## src/rtl/pc_module.sv

```systemverilog
// Program counter register for the single-issue core: a plain WIDTH-bit state element
// that loads the upstream-selected next-PC every rising clk edge, with async active-low reset.
module pc_module #(
    parameter int unsigned      WIDTH       = 32,
    parameter logic [WIDTH-1:0] RESET_VALUE = '0
) (
    input  logic             clk,
    input  logic             rst,
    input  logic [WIDTH-1:0] PC_Next,
    output logic [WIDTH-1:0] PC
);

    logic [WIDTH-1:0] r_pc;

    // Reset dominates any coincident clk edge, so PC never picks up an undriven PC_Next during reset
    always_ff @(posedge clk or negedge rst) begin
        if (!rst) begin
            r_pc <= RESET_VALUE;
        end else begin
            r_pc <= PC_Next;
        end
    end

    assign PC = r_pc;

endmodule

```

## config.mk

```make
export PLATFORM = sky130hd
export DESIGN_NAME = pc_module
export DESIGN_NICKNAME = d
export VERILOG_FILES = /design/src/rtl/pc_module.sv
export SDC_FILE = /design/constraint.sdc
export NUM_CORES = 1
export LEC_CHECK = 0
export ABC_CLOCK_PERIOD_IN_PS = 800
export CORE_MARGIN = 4
export CORE_UTILIZATION = 33
export CTS_CLUSTER_DIAMETER = 40
export DETAILED_ROUTE_END_ITERATION = 7
export PLACE_DENSITY = 0.82
export SLEW_MARGIN = 15
export SYNTH_ARGS = -nofsm -noshare
export SYNTH_HDL_FRONTEND = slang
export SYNTH_SLANG_ARGS = --single-unit
```

## constraint.sdc

```tcl
create_clock -name clk -period 0.8 [get_ports clk]
set_input_delay 0.12 -clock clk [delete_from_list [all_inputs] [get_ports clk]]
set_output_delay 0.12 -clock clk [all_outputs]
set_load 0.01 [all_outputs]
```

Yosys cells after proc, flatten, opt, wreduce, memory -nomap -nowiden
Cells that the tools add are included.

storage, ports and cells
  output and inout bits = 32
  input port bits = 34
  register bits after elaboration = 32

Longest topological paths before layout
Gate-level depths: netlist (run 1).

  depth in word-level cells = 0
  mapped depth = 0
  mapped depth without buffers = 0

Worst setup path after synthesis (run 1)
OpenSTA, ideal clock, no wires.

  path kind = register to output
  start = register r_pc[0] (netlist: PC[0])
  end = output PC[0]
  cell stages (with the launch flop) = 1
  slack = 0.304 ns
  arrival = 0.376 ns
  cells stage by stage = dfrtp_1

RTL lines
  item                    line  text
  from (decl)             13    logic [WIDTH-1:0] r_pc;
  from (signal assigned)  20    r_pc <= PC_Next;
  to (decl)               10    output logic [WIDTH-1:0] PC

No word-level cell between the ends.

Final worst setup path (run 1)
  start = register r_pc[14] (netlist: PC[14])
  end = output PC[14]

No word-level cell between the ends.

==> run_results.csv, run 1 <==
group,metric,value,unit
status,status,"finished with violations",
status,violations,"setup timing",
setup_path,crit_type,"flip-flop to output port",
synth,syn_area,801,um2
timing,worst_slack,-147,ps
power,vdd_drop_max,1.64,mV
floorplanning,die_width,57.3,um
placement,gp_congestion,0.627,
setup_path,slowest_stage,"dfrtp_1",
synth,netlist_instances,32,
route,wl_met3,359,um
final_layout,largest_reg_flops,32,
final_layout,multi_input_area,0,um2
route,firstDrtPassIters,3,
timing,timing.fmax,1.06,GHz
final_layout,antennaDiodeCount,0,
power,p_leak,0.691,nW
setup_path,max_stage_delay,370,ps
route,antenna_left,0,
global_route,grt_overflow,0,
synth,seq_area_frac_synth,1.00,
global_route,grt_use_total,0.118,
timing,finalSetupViolations,32,
setup_path,path_cells,"buf_2",
floorplanning,ioPinCount,66,
route,totalWireLength,1.67,mm
route,num_vias,536,
global_route,antenna_found_initial,0,
placement,io_buffers,65,
route,first_iter_violations,3,
clock_network,clock_path_buffers,2,
timing,fin_hold_ws,163,ps
route,wl_met1,506,um
clock_network,cts_buffers,5,
synth,synth_area_per_cell,25.0,um2
floorplanning,die_area,3280,um2
clock_network,cts_sinks,32,
timing,finalMaxSlewViolations,0,
final_layout,fin_area,1470,um2
setup_path,worstPathArrival,830,ps
global_route,grt_pass1_vias,570,
route,drc,0,
synth,synthTopCellsByArea,"dfrtp_1",
floorplanning,fp-row-count,17,
route,wl_per_cell,12.5,um
setup_path,required,680,ps
clock_network,post_cts_buffers,0,
timing,tightest_slew,161,ps
clock_network,hold_buffers,0,
floorplanning,coreArea,2250,um2
placement,hpwl,1.32,mm
synth,synth_cell_types,1,
timing,setup_tns,-4280,ps
synth,mappedNetlistNets,66,
global_route,grt_max_degree,33,
timing,fin_crit_sh,1.18,
final_layout,drive_above_1_share,0.368,
floorplanning,dieHeight,57.3,um
clock_network,cts_root_buf,"clkbuf_4",
clock_network,cts_tree,"yes",
route,viasPerCell,4.00,
final_layout,area_growth_syn_to_layout,83.3,%
global_route,grt_pass1_wl,2.69,mm
synth,yosysWarnings,0,
clock_network,htreeDepth,2,
setup_path,critPathTopFamily,"flip-flops",
route,top_layer,"met4",
final_layout,multi_input_gates,0,
synth,synth_area_leader_cell,"dfrtp_1",
floorplanning,initial_core_util,0.355,
timing,period_minus_slack,947,ps
setup_path,endpoint_kind,"output port",
setup_path,crit_path_max_fanout,1,
timing,max_slew_margin,0.893,
timing,rsz0062_at_grt,"true",
synth,synth-seq-cells,32,
clock_network,clkTransAtPathRegs,80,ps
power,powerDensity,2020,nW/um2
synth,synth_top_area_frac,1.00,
setup_path,cp.buffers_inverters,1,
final_layout,final_nets,139,
min_path,hold_class,"input pin to async pin",
setup_path,critPathLaunchType,"flip-flop",
job,drv_cap,0,
final_layout,post-route-util,0.651,
route,wl_met2,742,um
placement,place_ws,-172,ps
timing,finalHoldViolations,0,
placement,place_area,1510,um2
==> per-stage QoR <==
| step | cells | total power [W] |
|---|---|---|
| 3_5_place_dp | 126 | 0.00217 |
| 6_report | 134 | 0.00297 |
| 4_1_cts | 134 | 0.00300 |
| 2_1_floorplan | 32 | 0.00180 |
| 5_1_grt | 134 | 0.00314 |
| 3_3_place_gp | 126 | 0.00216 |
==> worst max path at each step <==
| stage | startpoint | depth (start not counted) | slack [ps] | end |
|---|---|---|---|---|
| detailed placement | PC[7]$_DFF_PN0_ | 1 | -170 | PC[7] |
| global placement | PC[23]$_DFF_PN0_ | 1 | -160 | PC[23] |
| finish | PC[14]$_DFF_PN0_ | 1 | -150 | PC[14] |
| CTS | PC[25]$_DFF_PN0_ | 1 | -170 | PC[25] |
| floorplan | PC[0]$_DFF_PN0_ | 0 | 300 | PC[0] |
| global route | PC[25]$_DFF_PN0_ | 1 | -200 | PC[25] |
==> kinds of logic after synthesis <==
logic type	Yosys count	share of synthesized area
flops	32	1.00
==> layout by cell type (no fill, tap or decap) <==
cell	n
clkdlybuf4s50_1	33
dfrtp_1	32
buf_2	22
buf_6	10
clkbuf_4	5
clkbuf_1	2
clkbuf_8	1
buf_12	1
==> layer usage <==
| metal | vias to the layer above | track usage |
|---|---|---|
| li1 | 244 | - |
| met1 | 232 | 0.101 |
| met2 | 51 | 0.176 |
| met3 | 9 | 0.0995 |
| met4 | 0 | 0.0894 |
| met5 | - | 0 |
==> cells in the mapped netlist <==
master / instances
dfrtp_1: 32
==> area by class of cell <==
class                   instances  area (um2)
flip-flops and latches         32         801
fillers                       174         787
repair buffers                 66         573
clock buffers                   8        58.8
well taps                      28        35.0
==> what timing repair did <==
item | CTS | global route
setup endpoints to repair | 32 | 32
resized for setup | 128 | 10
cloned | 0 | 0
==> power by group <==
group          internal, W  leakage (nW)  switching, W  total (W)
Combinational     0.000233         0.286      0.000124   0.000357
Clock             0.000433        0.0326      0.000460   0.000893
Sequential         0.00170         0.373     0.0000229    0.00172
Total              0.00236         0.691      0.000608    0.00297
Power figures use the tool's default switching activity.
==> inputs of run 2 (changes only) <==
--- a/config.mk
+++ b/config.mk
@@ -5,12 +5,12 @@
 export SDC_FILE = /design/constraint.sdc
 export NUM_CORES = 1
 export LEC_CHECK = 0
-export ABC_CLOCK_PERIOD_IN_PS = 800
+export ABC_CLOCK_PERIOD_IN_PS = 1000
 export CORE_MARGIN = 4
-export CORE_UTILIZATION = 33
+export CORE_UTILIZATION = 31
 export CTS_CLUSTER_DIAMETER = 40
 export DETAILED_ROUTE_END_ITERATION = 7
-export PLACE_DENSITY = 0.82
+export PLACE_DENSITY = 0.77
 export SLEW_MARGIN = 15
 export SYNTH_ARGS = -nofsm -noshare
 export SYNTH_HDL_FRONTEND = slang
==> constraint.sdc (replaced) <==
create_clock -name clk -period 1 [get_ports clk]
set_input_delay 0.15 -clock clk [delete_from_list [all_inputs] [get_ports clk]]
set_output_delay 0.15 -clock clk [all_outputs]
set_load 0.01 [all_outputs]
==> run_results.csv, run 2 (synthesis results as in run 1) <==
group,metric,value,unit
floorplanning,initial_core_util,0.323,
setup_path,max_stage_delay,380,ps
timing,period_minus_slack,986,ps
route,antenna_left,0,
clock_network,clock_path_buffers,2,
setup_path,slowest_stage,"dfrtp_1",
timing,fin_hold_ws,199,ps
placement,hpwl,1.44,mm
placement,place_ws,-6.35,ps
power,p_leak,0.676,nW
placement,io_buffers,65,
clock_network,cts_buffers,5,
final_layout,mostFrequentLayoutCell,"clkdlybuf4s50_1",
final_layout,fillCellCount,228,
setup_path,required,850,ps
timing,timing.fmax,1.01,GHz
setup_path,worstPathArrival,840,ps
final_layout,mostFrequentLayoutCells,"clkdlybuf4s50_1, dfrtp_1, buf_2",
final_layout,seq_area,801,um2
placement,gp_congestion,0.645,
global_route,grt_overflow,0,
route,top_layer,"met4",
setup_path,critPathTopFamily,"flip-flops",
clock_network,clkTransAtPathRegs,90,ps
final_layout,largest_reg_flops,32,
setup_path,path_cells,"buf_2",
floorplanning,die_area,3460,um2
route,drc,0,
timing,worst_slack,14.3,ps
global_route,grt_pass1_wl,3.04,mm
timing,fin_crit_sh,0.986,
floorplanning,ioPinCount,66,
timing,rsz0062_at_grt,"true",
floorplanning,fp-row-count,18,
setup_path,crit_path_max_fanout,1,
route,wl_met2,967,um
route,totalWireLength,1.94,mm
timing,max_slew_margin,0.889,
clock_network,cts_root_buf,"clkbuf_4",
final_layout,post-route-util,0.576,
final_layout,drive_above_1_share,0.368,
status,status,"completed",
route,wl_met3,342,um
clock_network,htreeDepth,2,
clock_network,cts_tree,"yes",
final_layout,multi_input_area,0,um2
final_layout,final_nets,139,
job,drv_cap,0,
route,first_iter_violations,8,
final_layout,antennaDiodeCount,0,
floorplanning,dieHeight,58.8,um
route,wl_met1,614,um
setup_path,cp.buffers_inverters,1,
route,firstDrtPassIters,2,
route,num_vias,553,
timing,finalMaxSlewViolations,0,
setup_path,crit_type,"flip-flop to output port",
timing,finalSetupViolations,0,
power,vdd_drop_max,1.19,mV
route,wl_per_cell,14.3,um
clock_network,cts_sinks,32,
global_route,grt_use_total,0.129,
timing,tightest_slew,166,ps
global_route,grt_pass1_vias,655,
floorplanning,coreArea,2480,um2
global_route,grt_max_degree,33,
final_layout,multi_input_gates,0,
setup_path,critPathLaunchType,"flip-flop",
setup_path,endpoint_kind,"output port",
floorplanning,die_width,58.8,um
min_path,hold_class,"input pin to async pin",
timing,finalHoldViolations,0,
final_layout,area_growth_syn_to_layout,78.1,%
global_route,antenna_found_initial,0,
power,powerDensity,1660,nW/um2
route,viasPerCell,4.07,
run 2: cell counts in the layout (fill, tap and decap cells not counted):
Identical to the previous run, type by type.
run 2: repair_timing:
| action | 4_1_cts | 5_1_grt |
|---|---|---|
| endpoints found under the hold margin | 0 | 0 |
| hold buffers | 0 | 0 |
| endpoints found under the setup margin | 32 | 30 |
| setup buffers | 0 | 0 |
| gates resized for setup | 128 | 3 |
| pin swaps | 0 | 0 |
run 2: worst max path at each step:
| stage | startpoint | to | depth (start not counted) |
|---|---|---|---|
| CTS | PC[4]$_DFF_PN0_ | PC[4] | 1 |
| floorplan | PC[0]$_DFF_PN0_ | PC[0] | 0 |
| global placement | PC[12]$_DFF_PN0_ | PC[12] | 1 |
| detailed placement | PC[1]$_DFF_PN0_ | PC[1] | 1 |
| global route | PC[13]$_DFF_PN0_ | PC[13] | 1 |
| finish | PC[4]$_DFF_PN0_ | PC[4] | 1 |
run 2: area by class of cell:
cell class | count | area share
flip-flops and latches | 32 | 0.561
repair buffers | 66 | 0.371
clock buffers | 8 | 0.0412
well taps | 30 | 0.0263
run 2: metal layers:
metal / vias to the layer above / track usage
met5: - / 0
met4: 0 / 0.0971
met3: 2 / 0.0724
met2: 44 / 0.203
met1: 261 / 0.123
li1: 246 / -
run 2: report_power, final:
part	total, W	switching (W)	internal [W]
registers	0.00137	0.0000170	0.00136
logic	0.000272	0.000101	0.000170
clock network	0.000727	0.000380	0.000347
run 2: through the flow:
| stage | setup TNS, ps | area (um2) | total power, W | std cells |
|---|---|---|---|---|
| 2_1_floorplan | 0 | 801 | 0.00144 | 32 |
| 3_3_place_gp | 0 | 1510 | 0.00173 | 128 |
| 3_5_place_dp | -9.21 | 1510 | 0.00174 | 128 |
| 4_1_cts | -26.7 | 1410 | 0.00242 | 136 |
| 5_1_grt | -727 | 1430 | 0.00252 | 136 |
| 6_report | 0 | 1430 | 0.00237 | 136 |
==> inputs of run 3 (changes only) <==
--- a/config.mk
+++ b/config.mk
@@ -5,12 +5,13 @@
 export SDC_FILE = /design/constraint.sdc
 export NUM_CORES = 1
 export LEC_CHECK = 0
+export ABC_AREA = 1
 export ABC_CLOCK_PERIOD_IN_PS = 1000
 export CORE_MARGIN = 4
 export CORE_UTILIZATION = 31
-export CTS_CLUSTER_DIAMETER = 40
+export CTS_CLUSTER_DIAMETER = 80
 export DETAILED_ROUTE_END_ITERATION = 7
-export PLACE_DENSITY = 0.77
+export PLACE_DENSITY_LB_ADDON = 0.12
 export SLEW_MARGIN = 15
 export SYNTH_ARGS = -nofsm -noshare
 export SYNTH_HDL_FRONTEND = slang
==> run_results.csv, run 3 (synthesis results as in run 1) <==
group,metric,value,unit
status,status,"completed",
route,top_layer,"met4",
final_layout,drive_above_1_share,0.381,
route,wl_per_cell,13.9,um
global_route,grt_pass1_vias,573,
timing,finalMaxSlewViolations,0,
floorplanning,fp-row-count,18,
final_layout,multi_input_gates,0,
global_route,grt_overflow,0,
setup_path,crit_path_start,"PC[6]$_DFF_PN0_",
final_layout,largest_reg_flops,32,
placement,gp_congestion,0.620,
global_route,antenna_found_initial,0,
route,wl_met3,187,um
power,vdd_drop_max,1.15,mV
power,powerDensity,1680,nW/um2
setup_path,cp.buffers_inverters,1,
clock_network,cts_root_buf,"clkbuf_4",
route,antenna_left,0,
power,seq_power_share,0.565,
setup_path,critPathTopFamily,"flip-flops",
clock_network,cts_buffers,5,
floorplanning,die_area,3460,um2
setup_path,path_cells,"buf_2",
route,viasPerCell,4.03,
route,first_iter_violations,3,
setup_path,crit_path_max_fanout,1,
global_route,grt_use_total,0.121,
final_layout,mostFrequentLayoutCells,"clkdlybuf4s50_1, dfrtp_1, buf_2",
clock_network,htreeDepth,2,
timing,fin_crit_sh,0.981,
final_layout,fin_area,1450,um2
timing,tightest_slew,167,ps
global_route,grt_max_degree,33,
floorplanning,coreArea,2480,um2
clock_network,clock_path_buffers,2,
final_layout,area_growth_syn_to_layout,80.5,%
route,num_vias,544,
power,p_leak,0.685,nW
final_layout,mostFrequentLayoutCell,"clkdlybuf4s50_1",
floorplanning,ioPinCount,66,
route,firstDrtPassIters,2,
setup_path,required,850,ps
power,p_sw,0.000498,W
setup_path,max_stage_delay,380,ps
placement,place_area,1510,um2
placement,hpwl,1.45,mm
global_route,grt_pass1_wl,2.87,mm
clock_network,hold_buffers,0,
clock_network,cts_tree,"yes",
final_layout,antennaDiodeCount,0,
timing,rsz0062_at_grt,"true",
final_layout,multi_input_area,0,um2
power,p_int,0.00193,W
placement,io_buffers,65,
route,drc,0,
timing,finalHoldViolations,0,
setup_path,worstPathArrival,830,ps
timing,timing.fmax,1.02,GHz
route,wl_met2,1.07,mm
setup_path,critPathLaunchType,"flip-flop",
timing,finalSetupViolations,0,
route,totalWireLength,1.87,mm
floorplanning,initial_core_util,0.323,
floorplanning,die_width,58.8,um
min_path,hold_class,"input pin to async pin",
timing,period_minus_slack,981,ps
clock_network,clkTransAtPathRegs,90,ps
setup_path,endpoint_kind,"output port",
timing,fin_hold_ws,188,ps
clock_network,cts_sinks,32,
timing,max_slew_margin,0.889,
job,drv_cap,0,
power,netSwitchingFraction,0.205,
setup_path,slowest_stage,"dfrtp_1",
power,combPwrFrac,0.114,
floorplanning,dieHeight,58.8,um
power,clkPwrFrac,0.321,
setup_path,crit_type,"flip-flop to output port",
final_layout,final_nets,139,
route,wl_met1,576,um
[run 3: changes by cell type in the layout (fill, tap and decap cells not counted), sizes merged]
cell | before | now
clkbuf | 8 | 7
[run 3: power groups by stage]
stage / Sequential (W) / Clock [W] / Combinational, W
after detailed placement: 0.00140 / 0 / 0.000336
after global placement: 0.00140 / 0 / 0.000331
after CTS: 0.00137 / 0.000824 / 0.000275
final: 0.00137 / 0.000779 / 0.000276
after floorplan: 0.00144 / 0 / 0
after global routing: 0.00138 / 0.000881 / 0.000298
[run 3: metal layers]
| metal | up-vias | track usage |
|---|---|---|
| li1 | 243 | - |
| met1 | 268 | 0.119 |
| met2 | 28 | 0.210 |
| met3 | 5 | 0.0548 |
| met4 | 0 | 0.0680 |
| met5 | - | 0 |
[run 3: per-stage QoR]
stage | setup slack (ps) | setup TNS, ps | instances | utilization | power, W
global route | -42.8 | -319 | 135 | 0.583 | 0.00256
floorplan | 474 | 0 | 32 | - | 0.00144
global placement | 0.755 | 0 | 128 | 0.609 | 0.00173
detailed placement | -21.7 | -35.5 | 128 | 0.609 | 0.00174
finish | 19.1 | 0 | 135 | 0.583 | 0.00243
CTS | -17.5 | -18.8 | 135 | 0.573 | 0.00247
[run 3: final cells by class]
| type | instances | area [um2] |
|---|---|---|
| Fill cell | 219 | 1030 |
| Sequential cell | 32 | 801 |
| Timing Repair Buffer | 66 | 542 |
| Clock buffer | 7 | 65.1 |
| Tap cell | 30 | 37.5 |
[run 3: worst max path at each step]
stage | endpoint | slack (ps) | depth (start not counted)
finish | PC[6] | 20 | 1
detailed placement | PC[6] | -20 | 1
global placement | PC[8] | 0.8 | 1
floorplan | PC[0] | 470 | 0
global route | PC[6] | -40 | 1
CTS | PC[6] | -20 | 1
[run 3: what timing repair did]
action | 4_1_cts | 5_1_grt
setup endpoints to repair | 32 | 29
resized for setup | 129 | 4
setup buffers | 0 | 0
